`src/rtl/serial_shift_transmitter_pkg.sv`:
```
// Shared definitions for the framed serial transmitter: FSM encoding, line levels, width helper.
package serial_shift_transmitter_pkg;

  typedef enum logic [1:0] {
    IDLE  = 2'd0,
    START = 2'd1,
    DATA  = 2'd2,
    STOP  = 2'd3
  } tx_state_t;

  localparam logic LINE_IDLE  = 1'b1;
  localparam logic LINE_START = 1'b0;

  // Counter width for a 0..n-1 range, never narrower than one bit.
  function automatic int unsigned min1_clog2(input int unsigned n);
    return (n > 1) ? $clog2(n) : 1;
  endfunction

endpackage

```
`src/rtl/serial_bit_timer.sv`:
```
// Bit-period timer: counts 0..CLKS_PER_BIT-1 while enabled, pulses bitDone on the wrap cycle.
module serial_bit_timer
  import serial_shift_transmitter_pkg::*;
#(
  parameter int unsigned CLKS_PER_BIT = 4
) (
  input  logic clock,
  input  logic reset,
  input  logic enable,
  output logic bitDone
);

  localparam int unsigned TW = min1_clog2(CLKS_PER_BIT);
  localparam logic [TW-1:0] LAST = TW'(CLKS_PER_BIT - 1);

  logic [TW-1:0] bitTimer;

  // Asserted during the last clock of a bit so the FSM moves on at the following edge.
  assign bitDone = enable && (bitTimer == LAST);

  always_ff @(posedge clock) begin
    if (reset || !enable || bitDone) begin
      bitTimer <= '0;
    end else begin
      bitTimer <= bitTimer + 1'b1;
    end
  end

endmodule

```
`src/rtl/serial_shift_transmitter.sv`:
```
// Parallel-in serial-out framed transmitter: start bit, DATA_WIDTH bits LSB first, stop bit.
module serial_shift_transmitter
  import serial_shift_transmitter_pkg::*;
#(
  parameter int unsigned DATA_WIDTH   = 8,
  parameter int unsigned CLKS_PER_BIT = 4
) (
  input  logic                  clock,
  input  logic                  reset,
  input  logic [DATA_WIDTH-1:0] txData,
  input  logic                  txValid,
  output logic                  txReady,
  output logic                  serialOut,
  output logic                  busy
);

  localparam int unsigned BW = min1_clog2(DATA_WIDTH);
  localparam logic [BW-1:0] LAST_IDX = BW'(DATA_WIDTH - 1);

  tx_state_t             state;
  logic [DATA_WIDTH-1:0] shift;
  logic [DATA_WIDTH-1:0] shiftNext;
  logic [BW-1:0]         bitIndex;
  logic                  bitDone;

  assign shiftNext = shift >> 1;

  // The timer runs for the whole frame; busy is exactly "not IDLE".
  serial_bit_timer #(
    .CLKS_PER_BIT(CLKS_PER_BIT)
  ) u_bit_timer (
    .clock  (clock),
    .reset  (reset),
    .enable (busy),
    .bitDone(bitDone)
  );

  // Outputs are loaded with the value belonging to the state being entered.
  always_ff @(posedge clock) begin
    if (reset) begin
      state     <= IDLE;
      shift     <= '0;
      bitIndex  <= '0;
      serialOut <= LINE_IDLE;
      txReady   <= 1'b1;
      busy      <= 1'b0;
    end else begin
      case (state)
        IDLE: begin
          if (txValid && txReady) begin
            state     <= START;
            shift     <= txData;
            serialOut <= LINE_START;
            txReady   <= 1'b0;
            busy      <= 1'b1;
          end
        end
        START: begin
          if (bitDone) begin
            state     <= DATA;
            bitIndex  <= '0;
            serialOut <= shift[0];
          end
        end
        DATA: begin
          if (bitDone) begin
            shift <= shiftNext;
            if (bitIndex == LAST_IDX) begin
              state     <= STOP;
              bitIndex  <= '0;
              serialOut <= LINE_IDLE;
            end else begin
              bitIndex  <= bitIndex + 1'b1;
              serialOut <= shiftNext[0];
            end
          end
        end
        STOP: begin
          if (bitDone) begin
            state   <= IDLE;
            txReady <= 1'b1;
            busy    <= 1'b0;
          end
        end
      endcase
    end
  end

endmodule

```
`config.mk`:
```
export PLATFORM = sky130hd
export DESIGN_NAME = serial_shift_transmitter
export DESIGN_NICKNAME = d
export VERILOG_FILES = /design/src/rtl/serial_shift_transmitter_pkg.sv /design/src/rtl/serial_bit_timer.sv /design/src/rtl/serial_shift_transmitter.sv
export SDC_FILE = /design/constraint.sdc
export NUM_CORES = 1
export LEC_CHECK = 0
export BUFFER_PORTS_ARGS = -buffer_cell sky130_fd_sc_hd__buf_2
export CELL_PAD_IN_SITES_DETAIL_PLACEMENT = 0
export CELL_PAD_IN_SITES_GLOBAL_PLACEMENT = 1
export CORE_ASPECT_RATIO = 0.9
export CORE_MARGIN = 5
export CORE_UTILIZATION = 30
export DETAILED_ROUTE_END_ITERATION = 16
export PLACE_DENSITY_LB_ADDON = 0.1
export SYNTH_ARGS = -nofsm -noshare
export SYNTH_HDL_FRONTEND = slang
export SYNTH_SLANG_ARGS = --single-unit
```
`constraint.sdc`:
```
create_clock -name clock -period 1.65 [get_ports clock]
set_input_delay 0.2475 -clock clock [delete_from_list [all_inputs] [get_ports clock]]
set_output_delay 0.2475 -clock clock [all_outputs]
set_load 0.02 [all_outputs]
```
Word level (Yosys, flattened, before mapping)
Index checks and enable logic that the tools add are counted.
Widths: inputs -> output; s select.
{ "word_totals": {"elab_cells": 57, "in_bits": 11, "reg_bits": 18, "output_inout_bits": 3} }
{ "op_classes": {"n_addsub": 2, "eq_ne": 10, "mux": 23, "reduce_logical": 15} }
{ "op_table": {"columns": ["operator", "n"], "rows": [
  ["$mux 8", 2],
  ["$pmux 8 s2", 1],
  ["$mux 2", 5],
  ["$mux 3", 3],
  ["$reduce_and 3->1", 3],
  ["$pmux 2 s4", 1],
  ["$mux 1", 7],
  ["$eq 2x2->1 const B", 3],
  ["$ne 2x1->1 const B", 3],
  ["$pmux 3 s2", 1],
  ["$reduce_bool 2->1", 3],
  ["$reduce_and 5->1", 1],
  ["$ne 2x2->1 const B", 2],
  ["$pmux 1 s2", 2],
  ["$reduce_and 4->1", 1],
  ["$add 3x1->3 const B", 1],
  ["$eq 3x3->1 const B", 1],
  ["$pmux 1 s3", 1],
  ["$reduce_bool 3->1", 1],
  ["$add 2x1->2 const B", 1],
  ["$eq 2x1->1 const B", 1],
  ["$logic_and 1x1->1", 2],
  ["$logic_not 2->1", 1],
  ["$logic_or 1x1->1", 2],
  ["$logic_not 1->1", 1]
]} }

Logic depth before layout (Yosys ltp)
{ "depth": {"ltp_word": 4, "ltp_mapped": 7, "depth_no_buf": 5} }

Cells and area by module
A second synthesis with hierarchy kept.
{ "hier_totals": {"hier_cells": 101, "area_unflattened_um2": 1021.0} }
{ "by_module_without_submodules": {"columns": ["mod", "n_inst", "seq_area_each_um2", "cells_per_inst", "area_each_um2"], "rows": [
  ["serial_shift_transmitter", 1, 320.3, 95, 934.6],
  ["serial_bit_timer", 1, 40.0, 6, 86.3]
]} }

Worst setup path after synthesis
OpenSTA, ideal clock, no wires.
{ "synth_timing": {"path_kind": "register to register", "start": "reg state[0]", "end": "reg shift[2]", "slack_ps": -88, "path_stages_with_launch": 8, "path_buffers": 2, "period_less_slack_ps": 1738, "setup_ps": 71, "required_time_ps": 1579, "arrival_ps": 1667, "cell_sequence": "dfxtp_1 inv_1 ha_1 buf_6 a21boi_4 buf_6 or4_1 a21oi_1"} }
{ "synth_between": {"elab_chain_len": 3, "word_cells_on_any_way": 7, "cone_classes": "eq/ne: 3; mux: 1; reduce/logical: 3"} }
{ "synth_rtl": {"columns": ["element", "line_no", "source"], "rows": [
  ["start, declared", "serial_shift_transmitter.sv:20", "tx_state_t state;"],
  ["start signal, assigned", "serial_shift_transmitter.sv:41", "state <= IDLE;"],
  ["start signal, assigned", "serial_shift_transmitter.sv:51", "state <= START;"],
  ["start signal, assigned", "serial_shift_transmitter.sv:60", "state <= DATA;"],
  ["$eq 2x2->1 / $logic_not 2->1 (equally long branches)", "serial_shift_transmitter.sv:48", "case (state)"],
  ["$ne 2x1->1 (no line), or another cell as far along", null, null],
  ["$reduce_and 3->1 (no line)", null, null],
  ["end signal, assigned", "serial_shift_transmitter.sv:52", "shift <= txData;"],
  ["end signal, assigned", "serial_shift_transmitter.sv:67", "shift <= shiftNext;"],
  ["end, declared", "serial_shift_transmitter.sv:21", "logic [DATA_WIDTH-1:0] shift;"]
]} }
Several ways; a longest one is shown, not always the timed one.
A chain may end at the register's enable or synchronous reset.

Worst setup path in the final report
{ "layout_timing": {"start": "reg state[1]", "end": "reg shift[0]"} }
The elaborated chain is that of the path after synthesis.

==> flow_metrics.tcl <==
set metrics [dict create \
    drt-pass1-iter-count 4 \
    min_path_type "in2reg" \
    drt_iter0_markers 48 \
    fp.dieW_um 71.6 \
    final-max-slew-violation-count 0 \
    finalNetCount 153 \
    fin_crit_ns 1.61 \
    rr_worst_depth 5 \
    placedCellCount 172 \
    yosysWarningCount 0 \
    count_of_distinct_cell_types_in_the_synthesized_netlist 34 \
    path_max_fanout 8 \
    timing.critical_path.arrival_ns 1.79 \
    post_synth.cell_area_avg_um2 9.57 \
    ios 14 \
    seq_area_frac_synth_pct 35.2 \
    max_cap_violations 0 \
    min_to "bitIndex[0]" \
    worst_ir_drop_vdd_v 0.000514 \
    data_required_time_of_the_worst_path_ns 1.83 \
    startpoint_of_the_tightest_hold_check_path "reset" \
    reg2reg_from "state[1]" \
    grt_start_max_net_pins 17 \
    core_region_area_mm2 0.00333 \
    routed_wl_per_cell_um 14.9 \
    root_buffer "clkbuf_8" \
    ant_nets_after_route 0 \
    totalPowerFinal_w 0.00216 \
    crit-reg2reg-capture "shift[0]" \
    drt_drc_violations_left 0 \
    grt_first_pass_wirelength_um 4330 \
    drt-total-wl_um 2630 \
    worstSetupStartpointType "flop" \
    hpwl_um 1860 \
    dieArea_mm2 0.00468 \
    first_global_vias 953 \
    hold_violations 0 \
    clk_transition_reported_paths_ns 0.07 \
    gr-usage-all-layers_pct 11.7 \
    powerDensity_mw_per_mm2 1580 \
    fin_skew_ns 0.00147 \
    achievable-frequency_ghz 0.622 \
    worst_slew_margin_rel_pct 70.9 \
    core.rowCount 20 \
    fin_util_pct 41.0 \
    htree_levels 1 \
    layout.cells.most_common_list "buf_4, dfxtp_1, buf_2" \
    tns_ns 0 \
    grt_overflow_total 0 \
    final_common_cell "buf_4" \
    clkLatencyLatePin_ns 0.25 \
    drive_gt1_share_pct 41.4 \
    setup.worst_path.end_class "flop" \
    critPathLaunch "state[1]" \
    gp_routability_congestion 0.786 \
    final_cells 177 \
    setup_viol 0 \
    initial_utilization_pct 30.8 \
    numCtsBuffers 3 \
    n_fill_cell 342 \
    r2r_setup_slack_ns 0.04 \
    mappedNetlistNets 126 \
    grt_antenna_before_repair 0 \
    count_of_antenna_diodes_in_the_layout 0 \
    chipHeight_um 65.4 \
    synth.ff_latch_count 18 \
    numPortBuffers 13 \
    power_leakage_nw 0.533 \
    crit_type "reg2reg" \
    worstMarginPinSlew_ns 0.434 \
    cts_sinks 18 \
    layout-area-overhead-vs-synth_pct 33.4 \
    max-clock-path-buffers 2 \
    mappedNetlistArea_mm2 0.00102 \
    routed-via-count 921 \
    worst_hold_slack_ns 0.351 \
    tritoncts_clock_tree "yes" \
    via_per_inst 5.20 \
    run_status "finished clean" \
    hold_path_depth 2 \
    post-route-period-util_pct 97.4 \
    synth_cells 107 \
]
-- cell type report --
cell class	count	area, um^2	share of cell area (%)
Multi-Input combinational cell	80	696	51.0
Clock buffer	4	55.1	4.03
Inverter	4	17.5	1.28
Tap cell	44	55.1	4.03
Sequential cell	18	372	27.2
Timing Repair Buffer	27	170	12.5
-- critical path, stage by stage (launching register included) --
cell and delay [ns]:
dfxtp_4 0.37, inv_1 0.09, ha_4 0.18, a21boi_4 0.17, or4_1 0.54, a21oi_1 0.18
-- what timing repair did --
action / 4_1_cts / 5_1_grt
setup buffers: 0 / 0
hold buffers: 0 / 0
pin swaps: 0 / 2
endpoints found under the setup margin: 11 / 11
cloned: 0 / 1
gates resized for setup: 2 / 19
hold endpoints to repair: 0 / 0
-- how the worst max path moves through the flow --
stage / endpoint / cells past startpoint
2_1_floorplan: shift[2] / 7
5_1_grt: shift[6] / 6
3_5_place_dp: shift[6] / 5
4_1_cts: shift[6] / 5
6_report: shift[0] / 5
3_3_place_gp: shift[4] / 5
-- routing by layer --
metal	GRT usage, %	share of wire, %
met3	4.13	3.7
met5	0	0
met4	2.11	0.76
met2	20.3	49
met1	13.9	46
-- Yosys cell counts --
cell type / instances / area share (%)
o21ai_0: 5 / 2.4
nor3_1: 1 / 0.49
and3_2: 1 / 0.73
inv_1: 4 / 1.5
a2111oi_2: 1 / 1.5
and4b_1: 1 / 0.98
nor4b_1: 1 / 0.86
nand2_1: 5 / 1.8
or2_2: 1 / 0.61
o31ai_1: 7 / 5.1
dfxtp_1: 18 / 35
nor2b_1: 1 / 0.61
o21ba_2: 1 / 0.98
nor2_1: 5 / 1.8
a21oi_1: 10 / 4.9
a21boi_0: 1 / 0.73
o32ai_1: 1 / 0.86
and3_1: 1 / 0.61
buf_2: 1 / 0.49
a22oi_1: 3 / 2.2
a31oi_1: 1 / 0.61
and4_2: 1 / 0.98
a21boi_4: 1 / 1.8
a21boi_2: 1 / 1.1
nand3_1: 1 / 0.49
or4_1: 7 / 5.1
a2bb2oi_1: 1 / 0.86
buf_4: 1 / 0.73
buf_6: 2 / 2.2
o211ai_1: 2 / 1.5
clkbuf_1: 2 / 0.73
mux2i_1: 9 / 8.8
o41ai_1: 1 / 0.86
ha_1: 8 / 9.8
-- state kept, by name, summed over array words and instances (netlist names) --
register              flops
txReady                   1
shift                     8
bitIndex                  3
busy                      1
state                     2
u_bit_timer.bitTimer      2
serialOut                 1
-- cell families after synthesis --
group           synth area share [%]
buf+inv                         5.62
compound gates                  25.4
flops                           35.2
fa+ha+maj                       9.78
simple gates                    15.2
mux                             8.80
-- power breakdown --
part | internal (W) | leakage [nW] | total, W | switching, W
clock network | 0.000212 | 0.0288 | 0.000362 | 0.000150
registers | 0.000564 | 0.151 | 0.000661 | 0.0000970
logic | 0.000574 | 0.354 | 0.00114 | 0.000566
total | 0.00135 | 0.533 | 0.00216 | 0.000813
-- per-stage QoR --
stage / worst slack, ns / instance area, um^2
6_report: 0.0424 / 1370
5_1_grt: -0.00515 / 1370
4_1_cts: 0.0180 / 1270
3_5_place_dp: -0.0244 / 1210
3_3_place_gp: 0.0286 / 1210
2_1_floorplan: 0.00816 / 1030
(Power assumes the default switching activity.)
